### config.mk
export PLATFORM = sky130hd
export DESIGN_NAME = queue_manager_param
export DESIGN_NICKNAME = d
export VERILOG_FILES = /design/src/rtl/qm_pkg.sv /design/src/rtl/qm_divider.sv /design/src/rtl/queue_manager_param.sv
export SDC_FILE = /design/constraint.sdc
export NUM_CORES = 1
export LEC_CHECK = 0
export ABC_AREA = 1
export CORE_MARGIN = 5
export CORE_UTILIZATION = 57
export CTS_CLUSTER_SIZE = 16
export DETAILED_ROUTE_END_ITERATION = 6
export PLACE_DENSITY = 0.9
export SYNTH_ARGS = -nofsm -noshare
export SYNTH_HDL_FRONTEND = slang
export SYNTH_SLANG_ARGS = --single-unit
### constraint.sdc
create_clock -name clk -period 3.8 [get_ports clk]
set_clock_uncertainty 0.1 [all_clocks]
set_input_delay 0.76 -clock clk [delete_from_list [all_inputs] [get_ports clk]]
set_output_delay 0.76 -clock clk [all_outputs]
set_load 0.03 [all_outputs]
### src/rtl/qm_pkg.sv
// Shared types and elaboration-time helpers for the queue manager.
//   qm_state_e : wait-time FSM states (IDLE, CALC)
//   clog2      : ceiling log2, clog2(1) = 0
//   num_width  : width of the wait-time numerator SVC_TIME*(pcount+tcount-1)
//   saturate   : clamp a value to the all-ones maximum of a given width
package qm_pkg;

    typedef enum logic [0:0] {IDLE, CALC} qm_state_e;

    function automatic int unsigned clog2(input int unsigned value);
        int unsigned result;
        result = 0;
        for (int i = 0; i < 32; i++) begin
            if ((64'd1 << i) < 64'(value)) result = i + 1;
        end
        return result;
    endfunction

    // Largest numerator is SVC_TIME*(CAPACITY + max_tcount - 1).
    function automatic int unsigned num_width(input int unsigned svc_time,
                                              input int unsigned capacity,
                                              input int unsigned teller_w);
        return clog2(svc_time * (capacity + (32'd1 << teller_w) - 2) + 1);
    endfunction

    function automatic logic [31:0] saturate(input logic [31:0] value,
                                             input int unsigned width);
        logic [32:0] max_val;
        max_val = (33'd1 << width) - 33'd1;
        if ({1'b0, value} > max_val) return max_val[31:0];
        return value;
    endfunction

endpackage

### src/rtl/qm_divider.sv
// Restoring sequential unsigned divider, one quotient bit per cycle.
// Ports:
//   clk, reset  : clock, synchronous active-high reset
//   start       : load num/den and begin; also aborts and restarts a running division
//   num, den    : dividend (NUM_W bits) and divisor (DEN_W bits)
//   busy        : division in progress
//   done        : high in the cycle whose closing edge produces the last quotient bit
//   quo         : quotient, valid while done is high
module qm_divider
    import qm_pkg::*;
#(
    parameter int unsigned NUM_W = 5,
    parameter int unsigned DEN_W = 2
) (
    input  logic             clk,
    input  logic             reset,
    input  logic             start,
    input  logic [NUM_W-1:0] num,
    input  logic [DEN_W-1:0] den,
    output logic             busy,
    output logic             done,
    output logic [NUM_W-1:0] quo
);

    localparam int unsigned CW = clog2(NUM_W + 1);

    logic [NUM_W-1:0] dividend_q;
    logic [NUM_W-1:0] quo_q;
    logic [DEN_W-1:0] rem_q;
    logic [DEN_W-1:0] den_q;
    logic [CW-1:0]    cnt_q;
    logic             busy_q;

    logic [DEN_W:0]   trial;
    logic             fits;
    logic [DEN_W:0]   rem_next;
    logic [NUM_W-1:0] quo_next;

    // Remainder is always below the divisor, so DEN_W bits hold it between steps.
    always_comb begin
        trial    = {rem_q, dividend_q[NUM_W-1]};
        fits     = trial >= {1'b0, den_q};
        rem_next = fits ? (trial - {1'b0, den_q}) : trial;
        quo_next = (quo_q << 1) | NUM_W'(fits);
    end

    assign busy = busy_q;
    assign done = busy_q && (cnt_q == CW'(1));
    assign quo  = quo_next;

    always_ff @(posedge clk) begin
        if (reset) begin
            dividend_q <= '0;
            quo_q      <= '0;
            rem_q      <= '0;
            den_q      <= '0;
            cnt_q      <= '0;
            busy_q     <= 1'b0;
        end else if (start) begin
            dividend_q <= num;
            quo_q      <= '0;
            rem_q      <= '0;
            den_q      <= den;
            cnt_q      <= CW'(NUM_W);
            busy_q     <= 1'b1;
        end else if (busy_q) begin
            dividend_q <= dividend_q << 1;
            quo_q      <= quo_next;
            rem_q      <= rem_next[DEN_W-1:0];
            cnt_q      <= cnt_q - CW'(1);
            if (cnt_q == CW'(1)) busy_q <= 1'b0;
        end
    end

endmodule

### src/rtl/queue_manager_param.sv
// Single-queue people counter with expected-wait-time estimate.
// Optional macro QM_DEBOUNCE_EN: debounce each photocell for DEB_CYCLES cycles
// (low to fire, high to re-arm) instead of raw two-register edge detection.
// Ports:
//   clk, reset  : clock, synchronous active-high reset
//   back_pc     : entry photocell, active-low; falling edge = arrival
//   front_pc    : exit photocell, active-low; falling edge = departure
//   tcount      : active tellers (0 = closed)
//   pcount      : queue length, saturating at CAPACITY
//   full, empty : pcount == CAPACITY / pcount == 0
//   wtime       : floor(SVC_TIME*(pcount+tcount-1)/tcount), saturated; 0 if empty,
//                 all-ones if closed with people waiting
//   wtime_valid : wtime matches the current pcount/tcount
//   ovf_err     : sticky, an arrival was dropped while full
//   udf_err     : sticky, a departure was seen while empty
module queue_manager_param
    import qm_pkg::*;
#(
    parameter int unsigned CAPACITY   = 7,
    parameter int unsigned CNT_W      = 3,
    parameter int unsigned TELLER_W   = 2,
    parameter int unsigned SVC_TIME   = 3,
    parameter int unsigned WTIME_W    = 5,
    parameter int unsigned DEB_CYCLES = 4
) (
    input  logic                clk,
    input  logic                reset,
    input  logic                back_pc,
    input  logic                front_pc,
    input  logic [TELLER_W-1:0] tcount,
    output logic [CNT_W-1:0]    pcount,
    output logic                full,
    output logic                empty,
    output logic [WTIME_W-1:0]  wtime,
    output logic                wtime_valid,
    output logic                ovf_err,
    output logic                udf_err
);

    localparam int unsigned NUM_W = num_width(SVC_TIME, CAPACITY, TELLER_W);

    // ---------------- photocell event detection ----------------
    logic back_s1, front_s1;
    logic arr, dep;

`ifdef QM_DEBOUNCE_EN
    localparam int unsigned DEB_W = clog2(DEB_CYCLES + 1);

    logic [1:0]       s1_vec;
    logic [1:0]       armed_q;
    logic [1:0]       fall_vec;
    logic [DEB_W-1:0] deb_cnt_q [2];

    assign s1_vec = {front_s1, back_s1};

    always_ff @(posedge clk) begin
        if (reset) begin
            back_s1  <= 1'b1;
            front_s1 <= 1'b1;
        end else begin
            back_s1  <= back_pc;
            front_s1 <= front_pc;
        end
    end

    // Fire on the DEB_CYCLES-th consecutive low sample while armed.
    always_comb begin
        for (int i = 0; i < 2; i++) begin
            fall_vec[i] = armed_q[i] & ~s1_vec[i] & (deb_cnt_q[i] == DEB_W'(DEB_CYCLES - 1));
        end
    end

    always_ff @(posedge clk) begin
        if (reset) begin
            armed_q <= 2'b11;
            for (int i = 0; i < 2; i++) deb_cnt_q[i] <= '0;
        end else begin
            for (int i = 0; i < 2; i++) begin
                if (armed_q[i]) begin
                    if (s1_vec[i]) begin
                        deb_cnt_q[i] <= '0;
                    end else if (fall_vec[i]) begin
                        armed_q[i]   <= 1'b0;
                        deb_cnt_q[i] <= '0;
                    end else begin
                        deb_cnt_q[i] <= deb_cnt_q[i] + DEB_W'(1);
                    end
                end else begin
                    if (!s1_vec[i]) begin
                        deb_cnt_q[i] <= '0;
                    end else if (deb_cnt_q[i] == DEB_W'(DEB_CYCLES - 1)) begin
                        armed_q[i]   <= 1'b1;
                        deb_cnt_q[i] <= '0;
                    end else begin
                        deb_cnt_q[i] <= deb_cnt_q[i] + DEB_W'(1);
                    end
                end
            end
        end
    end

    assign arr = fall_vec[0];
    assign dep = fall_vec[1];
`else
    logic back_s2, front_s2;

    always_ff @(posedge clk) begin
        if (reset) begin
            back_s1  <= 1'b1;
            back_s2  <= 1'b1;
            front_s1 <= 1'b1;
            front_s2 <= 1'b1;
        end else begin
            back_s1  <= back_pc;
            back_s2  <= back_s1;
            front_s1 <= front_pc;
            front_s2 <= front_s1;
        end
    end

    assign arr = back_s2 & ~back_s1;
    assign dep = front_s2 & ~front_s1;
`endif

    // ---------------- queue counter ----------------
    logic [CNT_W-1:0] pcount_q;
    logic             ovf_q, udf_q;

    assign full  = (pcount_q == CNT_W'(CAPACITY));
    assign empty = (pcount_q == '0);

    always_ff @(posedge clk) begin
        if (reset) begin
            pcount_q <= '0;
            ovf_q    <= 1'b0;
            udf_q    <= 1'b0;
        end else if (arr && !dep) begin
            if (full) ovf_q <= 1'b1;
            else      pcount_q <= pcount_q + CNT_W'(1);
        end else if (dep && !arr) begin
            if (empty) udf_q <= 1'b1;
            else       pcount_q <= pcount_q - CNT_W'(1);
        end
    end

    assign pcount  = pcount_q;
    assign ovf_err = ovf_q;
    assign udf_err = udf_q;

    // ---------------- wait-time FSM ----------------
    qm_state_e         state_q, state_d;
    logic [CNT_W-1:0]    snap_p_q, snap_p_d;
    logic [TELLER_W-1:0] snap_t_q, snap_t_d;
    logic [WTIME_W-1:0]  wtime_q, wtime_d;

    logic              changed, zero_case;
    logic [WTIME_W-1:0] zero_wtime;
    logic [31:0]       num_wide;
    logic [31:0]       sat_quo;
    logic              div_start, div_busy, div_done;
    logic [NUM_W-1:0]  div_quo;

    assign changed    = (pcount_q != snap_p_q) || (tcount != snap_t_q);
    assign zero_case  = (pcount_q == '0) || (tcount == '0);
    assign zero_wtime = (pcount_q == '0) ? '0 : '1;
    // Only meaningful when both operands are non-zero.
    assign num_wide   = SVC_TIME * (32'(pcount_q) + 32'(tcount) - 32'd1);
    assign sat_quo    = saturate(32'(div_quo), WTIME_W);

    qm_divider #(
        .NUM_W (NUM_W),
        .DEN_W (TELLER_W)
    ) u_divider (
        .clk   (clk),
        .reset (reset),
        .start (div_start),
        .num   (num_wide[NUM_W-1:0]),
        .den   (tcount),
        .busy  (div_busy),
        .done  (div_done),
        .quo   (div_quo)
    );

    always_comb begin
        state_d   = state_q;
        snap_p_d  = snap_p_q;
        snap_t_d  = snap_t_q;
        wtime_d   = wtime_q;
        div_start = 1'b0;
        if (changed) begin
            // New snapshot; in CALC this aborts the running division.
            snap_p_d = pcount_q;
            snap_t_d = tcount;
            if (zero_case) begin
                wtime_d = zero_wtime;
                state_d = IDLE;
            end else begin
                div_start = 1'b1;
                state_d   = CALC;
            end
        end else if ((state_q == CALC) && div_done) begin
            wtime_d = sat_quo[WTIME_W-1:0];
            state_d = IDLE;
        end
    end

    always_ff @(posedge clk) begin
        if (reset) begin
            state_q  <= IDLE;
            snap_p_q <= '0;
            snap_t_q <= '0;
            wtime_q  <= '0;
        end else begin
            state_q  <= state_d;
            snap_p_q <= snap_p_d;
            snap_t_q <= snap_t_d;
            wtime_q  <= wtime_d;
        end
    end

    assign wtime       = wtime_q;
    assign wtime_valid = (state_q == IDLE);

endmodule

# ---- After elaboration in Yosys (flattened, before gate mapping)
# Index checks and enable logic that the tools add are counted.
dict set report classes {
  n_eq_ne 7
  magnitude_cmp 1
  bitwise_logic 7
  n_mul 1
  add_sub_neg 6
  n_reduce_logical 18
  mux 20
}
# cell count
set ops {}
lappend ops {{$mux 5} 6}
lappend ops {{$mux 3} 6}
lappend ops {{$mux 1} 7}
lappend ops {{$reduce_and 3->1} 2}
lappend ops {{$reduce_bool 2->1} 3}
lappend ops {{$sub 3x1->3 const B} 2}
lappend ops {{$mul 3x5->5 const A} 1}
lappend ops {{$or 5x1->5} 1}
lappend ops {{$sub 4x1->5 const B} 1}
lappend ops {{$add 3x2->4} 1}
lappend ops {{$logic_and 1x1->1} 4}
lappend ops {{$ne 2x1->1 const B} 2}
lappend ops {{$not 1->1} 4}
lappend ops {{$reduce_and 2->1} 2}
lappend ops {{$add 3x1->3 const B} 1}
lappend ops {{$eq 3x1->1 const B} 1}
lappend ops {{$eq 3x3->1 const B} 1}
lappend ops {{$ge 3x2->1} 1}
lappend ops {{$logic_not 3->1} 1}
lappend ops {{$ne 3x3->1} 1}
lappend ops {{$and 1x1->1} 2}
lappend ops {{$logic_not 1->1} 2}
lappend ops {{$logic_not 2->1} 1}
lappend ops {{$logic_or 1x1->1} 2}
lappend ops {{5 further kinds} 5}
dict set report totals {
  output_inout_bits 13
  input_bits 6
  regBits 37
}

# ---- Longest topological paths before layout
dict set report logic_depth {
  ltp_word 6
  depth_mapped 19
  mapped_depth_nobuf 19
}

# ---- Hierarchy
# A second synthesis with hierarchy kept.
dict set report hier_totals {
  cells_unflattened 270
  hier_area_um2 2094.5
}
# mod area_each_um2 n_inst cells_each seq_area_each_um2
set by_module_without_submodules {}
lappend by_module_without_submodules {queue_manager_param 1271.2 1 163 400.4}
lappend by_module_without_submodules {qm_divider 823.3 1 107 340.3}

# ---- Worst setup path after synthesis
# OpenSTA, ideal clock, no wires.
dict set report synth_path {
  path_type {input -> register}
  from {input tcount[1]}
  to {register u_divider.dividend_q[4]}
  n_path_buf 0
  arrival_time_ns 3.187
  setup_slack_ns 0.378
  cell_stages 17
  cell_sequence {inv_1 > ha_1 > inv_1 > ha_1 > inv_1 > fa_1 > ha_1 > ha_1 > fa_1 > inv_1 > nand3_1 > nand2_1 > nand2_1 > nand2_1 > nand3_1 > nand2_1 > a21oi_2}
}
dict set report synth_via {
  elab_chain_cells 5
}
# element line_no
set synth_lines {}
lappend synth_lines {{start: declaration} queue_manager_param.sv:30} ;# input logic [TELLER_W-1:0] tcount,
lappend synth_lines {{parallel branches: the longest is 5 deep, another holds $sub 4x1->5} -}
lappend synth_lines {{end signal: assignment} qm_divider.sv:60} ;# dividend_q <= num;
lappend synth_lines {{end signal: assignment} qm_divider.sv:67} ;# dividend_q <= dividend_q << 1;
lappend synth_lines {{end: declaration} qm_divider.sv:27} ;# logic [NUM_W-1:0] dividend_q;
# Parallel ways; which one is timed is not known.
# A chain may end at the register's enable or synchronous reset.

# ---- Worst setup path in the final report
# Ends and elaborated chain as after synthesis.

==> impl_metrics.ini <==
[sta]
tightestPinTransition_ns = 0.5939
period_needed_ns = 3.637
fin_crit_sh = 0.9572
setup_slack_ns = 0.1627
maxSlewHeadroom = 0.6035
slew_violations = 0
hold_viol = 0
setup_viol = 0
tns_ns = 0
rsz0062_at_grt = false
max_freq_mhz = 274.9

[power]
switching_share = 0.3929
seqPwrFrac = 0.365
p_switching_uw = 545.6
comb_power_share = 0.424
ir_drop_mv = 0.2794
pwr_density_cell_nw_per_um2 = 582.3
p_int_uw = 843.1
leakagePower_nw = 1.085
p_clk_frac = 0.211

[clock_tree]
path_clk_slew_ns = 0.12
clock_latency_ns = 0.35
ctsHtreeMaxLevel = 2
numCtsBuffers = 5
cts_tree = yes
ctsHoldBuffers = 0
clock_sinks = 37
cts-root-buf = clkbuf_4
cts_buffer_depth = 2

[place]
gp_congestion = 0.7716
port_buffers = 18
place_hpwl_mm = 2.853
pre_cts_ws_ns = -0.1927

[die]
ioPinCount = 19
core_um2 = 3416
die_width_um = 69.95
initial_utilization = 0.5996
die_h_um = 69.95
dieArea_um2 = 4892
rows = 21

[grt]
busiest_layer = met2
grt_use_met2 = 0.2854
grt_antenna_before_repair = 0
grt_overflow = 0
grt_pass1_wl_mm = 6.989
gr-usage-met3 = 0.06169
grt_max_degree = 20
gr-usage-all-layers = 0.1757
grtUsageMet1 = 0.2027
grt_pass1_vias = 1671

[worst_hold_path]
hp-start = back_s1
min_path_type = flop to flop

[critical_path]
cp-start-kind = input pin
crit_type = input pin to flop
critPathCaptureType = flop
r2r_start = pcount[1]
crit_arrival_ns = 3.78
setup.worst_path.start = tcount[1]
cp_max_fo = 2
r2r_setup_slack_ns = 0.57
required_ns = 3.94

[synth]
synth_area_um2 = 2048
avgSynthCellArea_um2 = 7.475
synthArstFlopShare = 0
synthesis.nets = 298
synth_seq_cells = 37
ys_warn_count = 0
synth_xor_area_frac = 0.01710
synthAdderAreaFrac = 0.1246
synth_most_common_cell = nand2_1
synth_cells = 274
synthSimpleGateAreaFrac = 0.3054
synth-seq-area-share = 0.3616
synth.distinct_cells = 28
synth_compound_area_frac = 0.08858
synth_top_cell_area_share = 0.3616
synth_top_family_by_area = simple AND/OR/NAND/NOR gates
synth_mux_area_frac = 0
ys.flop_type = dfxtp_1
synth-edff-count = 0
netlist.top_cell.by_area = dfxtp_1
synth_commonest_cells = 73 x nand2_1, 42 x inv_1, 37 x dfxtp_1, 22 x nor2_1, 15 x a21oi_1
ys_top_cells_by_area = dfxtp_1 36%, nand2_1 13%, ha_1 8.6%

[outcome]
outcome = finished clean

[detailed_routing]
routedWlPerCell_um = 11.83
final_antenna_net_count = 0
drtIter0Drc = 94
dr_total_vias = 1718
vias_per_cell = 4.980
routed_wl_mm = 4.083
firstDrtPassIters = 4
drc = 0

[run]
max-cap-violations = 0

[finish]
postLayoutCoreUtil = 0.6982
fin_nets = 322
fill_cells = 261
drive_gt1_frac = 0.1405
antenna_cells = 0
syn2layout_area_growth_pct = 16.43
layer usage:
metal  vias up  wire length (um)
met4         0                84
met1       776              1859
met2        40              1953
li1        893                 -
met5         -                 0
met3         9               186
through the flow:
step / instances / hold WS [ns] / area (um2) / power, mW
after global routing: 345 / 0.3686 / 2385 / 1.498
after CTS: 345 / 0.3498 / 2382 / 1.389
after global placement: 337 / 0.3076 / 2293 / 1.073
final: 345 / 0.3451 / 2385 / 1.389
after floorplan: 274 / 0.2917 / 2048 / 0.9443
after detailed placement: 337 / 0.3151 / 2293 / 1.093
what timing repair did:
item,in CTS,in global routing
hold endpoints to repair,0,0
resized for setup,0,1
endpoints found under the setup margin,0,1
buffers inserted,0,0
power groups by stage:
stage               combinational (mW)  sequential [mW]  clock, mW
floorplan                        0.404            0.541          0
global placement                 0.562            0.511          0
detailed placement               0.580            0.513          0
CTS                              0.588            0.506      0.295
global route                     0.666            0.515      0.316
finish                           0.589            0.507      0.292
worst max-delay path, cell delays in order:
cell	delay (ns)
clkdlybuf4s50_1	0.51
inv_1	0.07
ha_1	0.29
inv_1	0.06
ha_1	0.14
inv_1	0.06
fa_1	0.50
ha_1	0.31
ha_1	0.22
fa_2	0.35
inv_1	0.06
nand3_1	0.09
nand2_1	0.08
nand2_1	0.05
nand2_1	0.05
nand3_1	0.06
nand2_1	0.08
a21oi_2	0.05
path summary, 6_finish.rpt:
kind,cells after the start,endpoint
min reg2reg,2,back_s2
max,18,u_divider.dividend_q[4]
max reg2reg,17,u_divider.dividend_q[4]
min,2,back_s2
cells in the final DEF (no fill, tap or decap):
cell type | Yosys | layout
o21ai_0 | 8 | 8
dfxtp_1 | 37 | 37
inv_2 | 4 | 4
inv_1 | 42 | 42
nand3_1 | 13 | 13
fa_1 | 4 | 3
nand4_1 | 3 | 3
nand2_2 | 1 | 1
clkbuf_4 | 1 | 5
nand2_8 | 1 | 1
buf_4 | 0 | 6
clkdlybuf4s50_1 | 0 | 18
nor2_1 | 22 | 22
xor2_1 | 3 | 3
or2_2 | 5 | 5
a21oi_2 | 5 | 5
clkinvlp_4 | 0 | 1
nor2_2 | 1 | 1
a31oi_1 | 1 | 1
ha_1 | 14 | 14
nand3_2 | 6 | 6
nand2_4 | 2 | 2
nor2_4 | 1 | 1
a21oi_1 | 15 | 15
clkbuf_8 | 0 | 1
bufinv_16 | 0 | 1
nor3_1 | 1 | 1
xnor2_1 | 1 | 1
fa_2 | 0 | 1
nand2_1 | 73 | 73
a21oi_4 | 1 | 1
nand3b_1 | 3 | 3
logic make-up (layout without fill, tap and decap cells):
family	after synthesis	in the layout
AOI/OAI and AO/OA	30	30
and+or+nand+nor	132	132
adders and majority gates	18	18
DFF	37	37
buffers and inverters	53	78
xor gates and xnor gates	4	4
final cells by class:
cell class | count | area [um2] | share of cell area
clock buffer | 6 | 51.30 | 0.02151
clock inverter | 2 | 37.54 | 0.01574
inverter | 46 | 172.7 | 0.07240
multi-input combinational | 184 | 1100 | 0.4612
sequential | 37 | 740.7 | 0.3106
tap | 46 | 57.56 | 0.02413
timing repair buffer | 24 | 225.2 | 0.09444
state kept, by name (all words and copies together) (netlist names), 2 cells and up:
signal                flops
snap_t_q                  2
u_divider.cnt_q           3
snap_p_q                  3
u_divider.rem_q           2
pcount                    3
u_divider.quo_q           4
wtime                     5
u_divider.dividend_q      5
u_divider.den_q           2
Power figures use the tool's default switching activity.
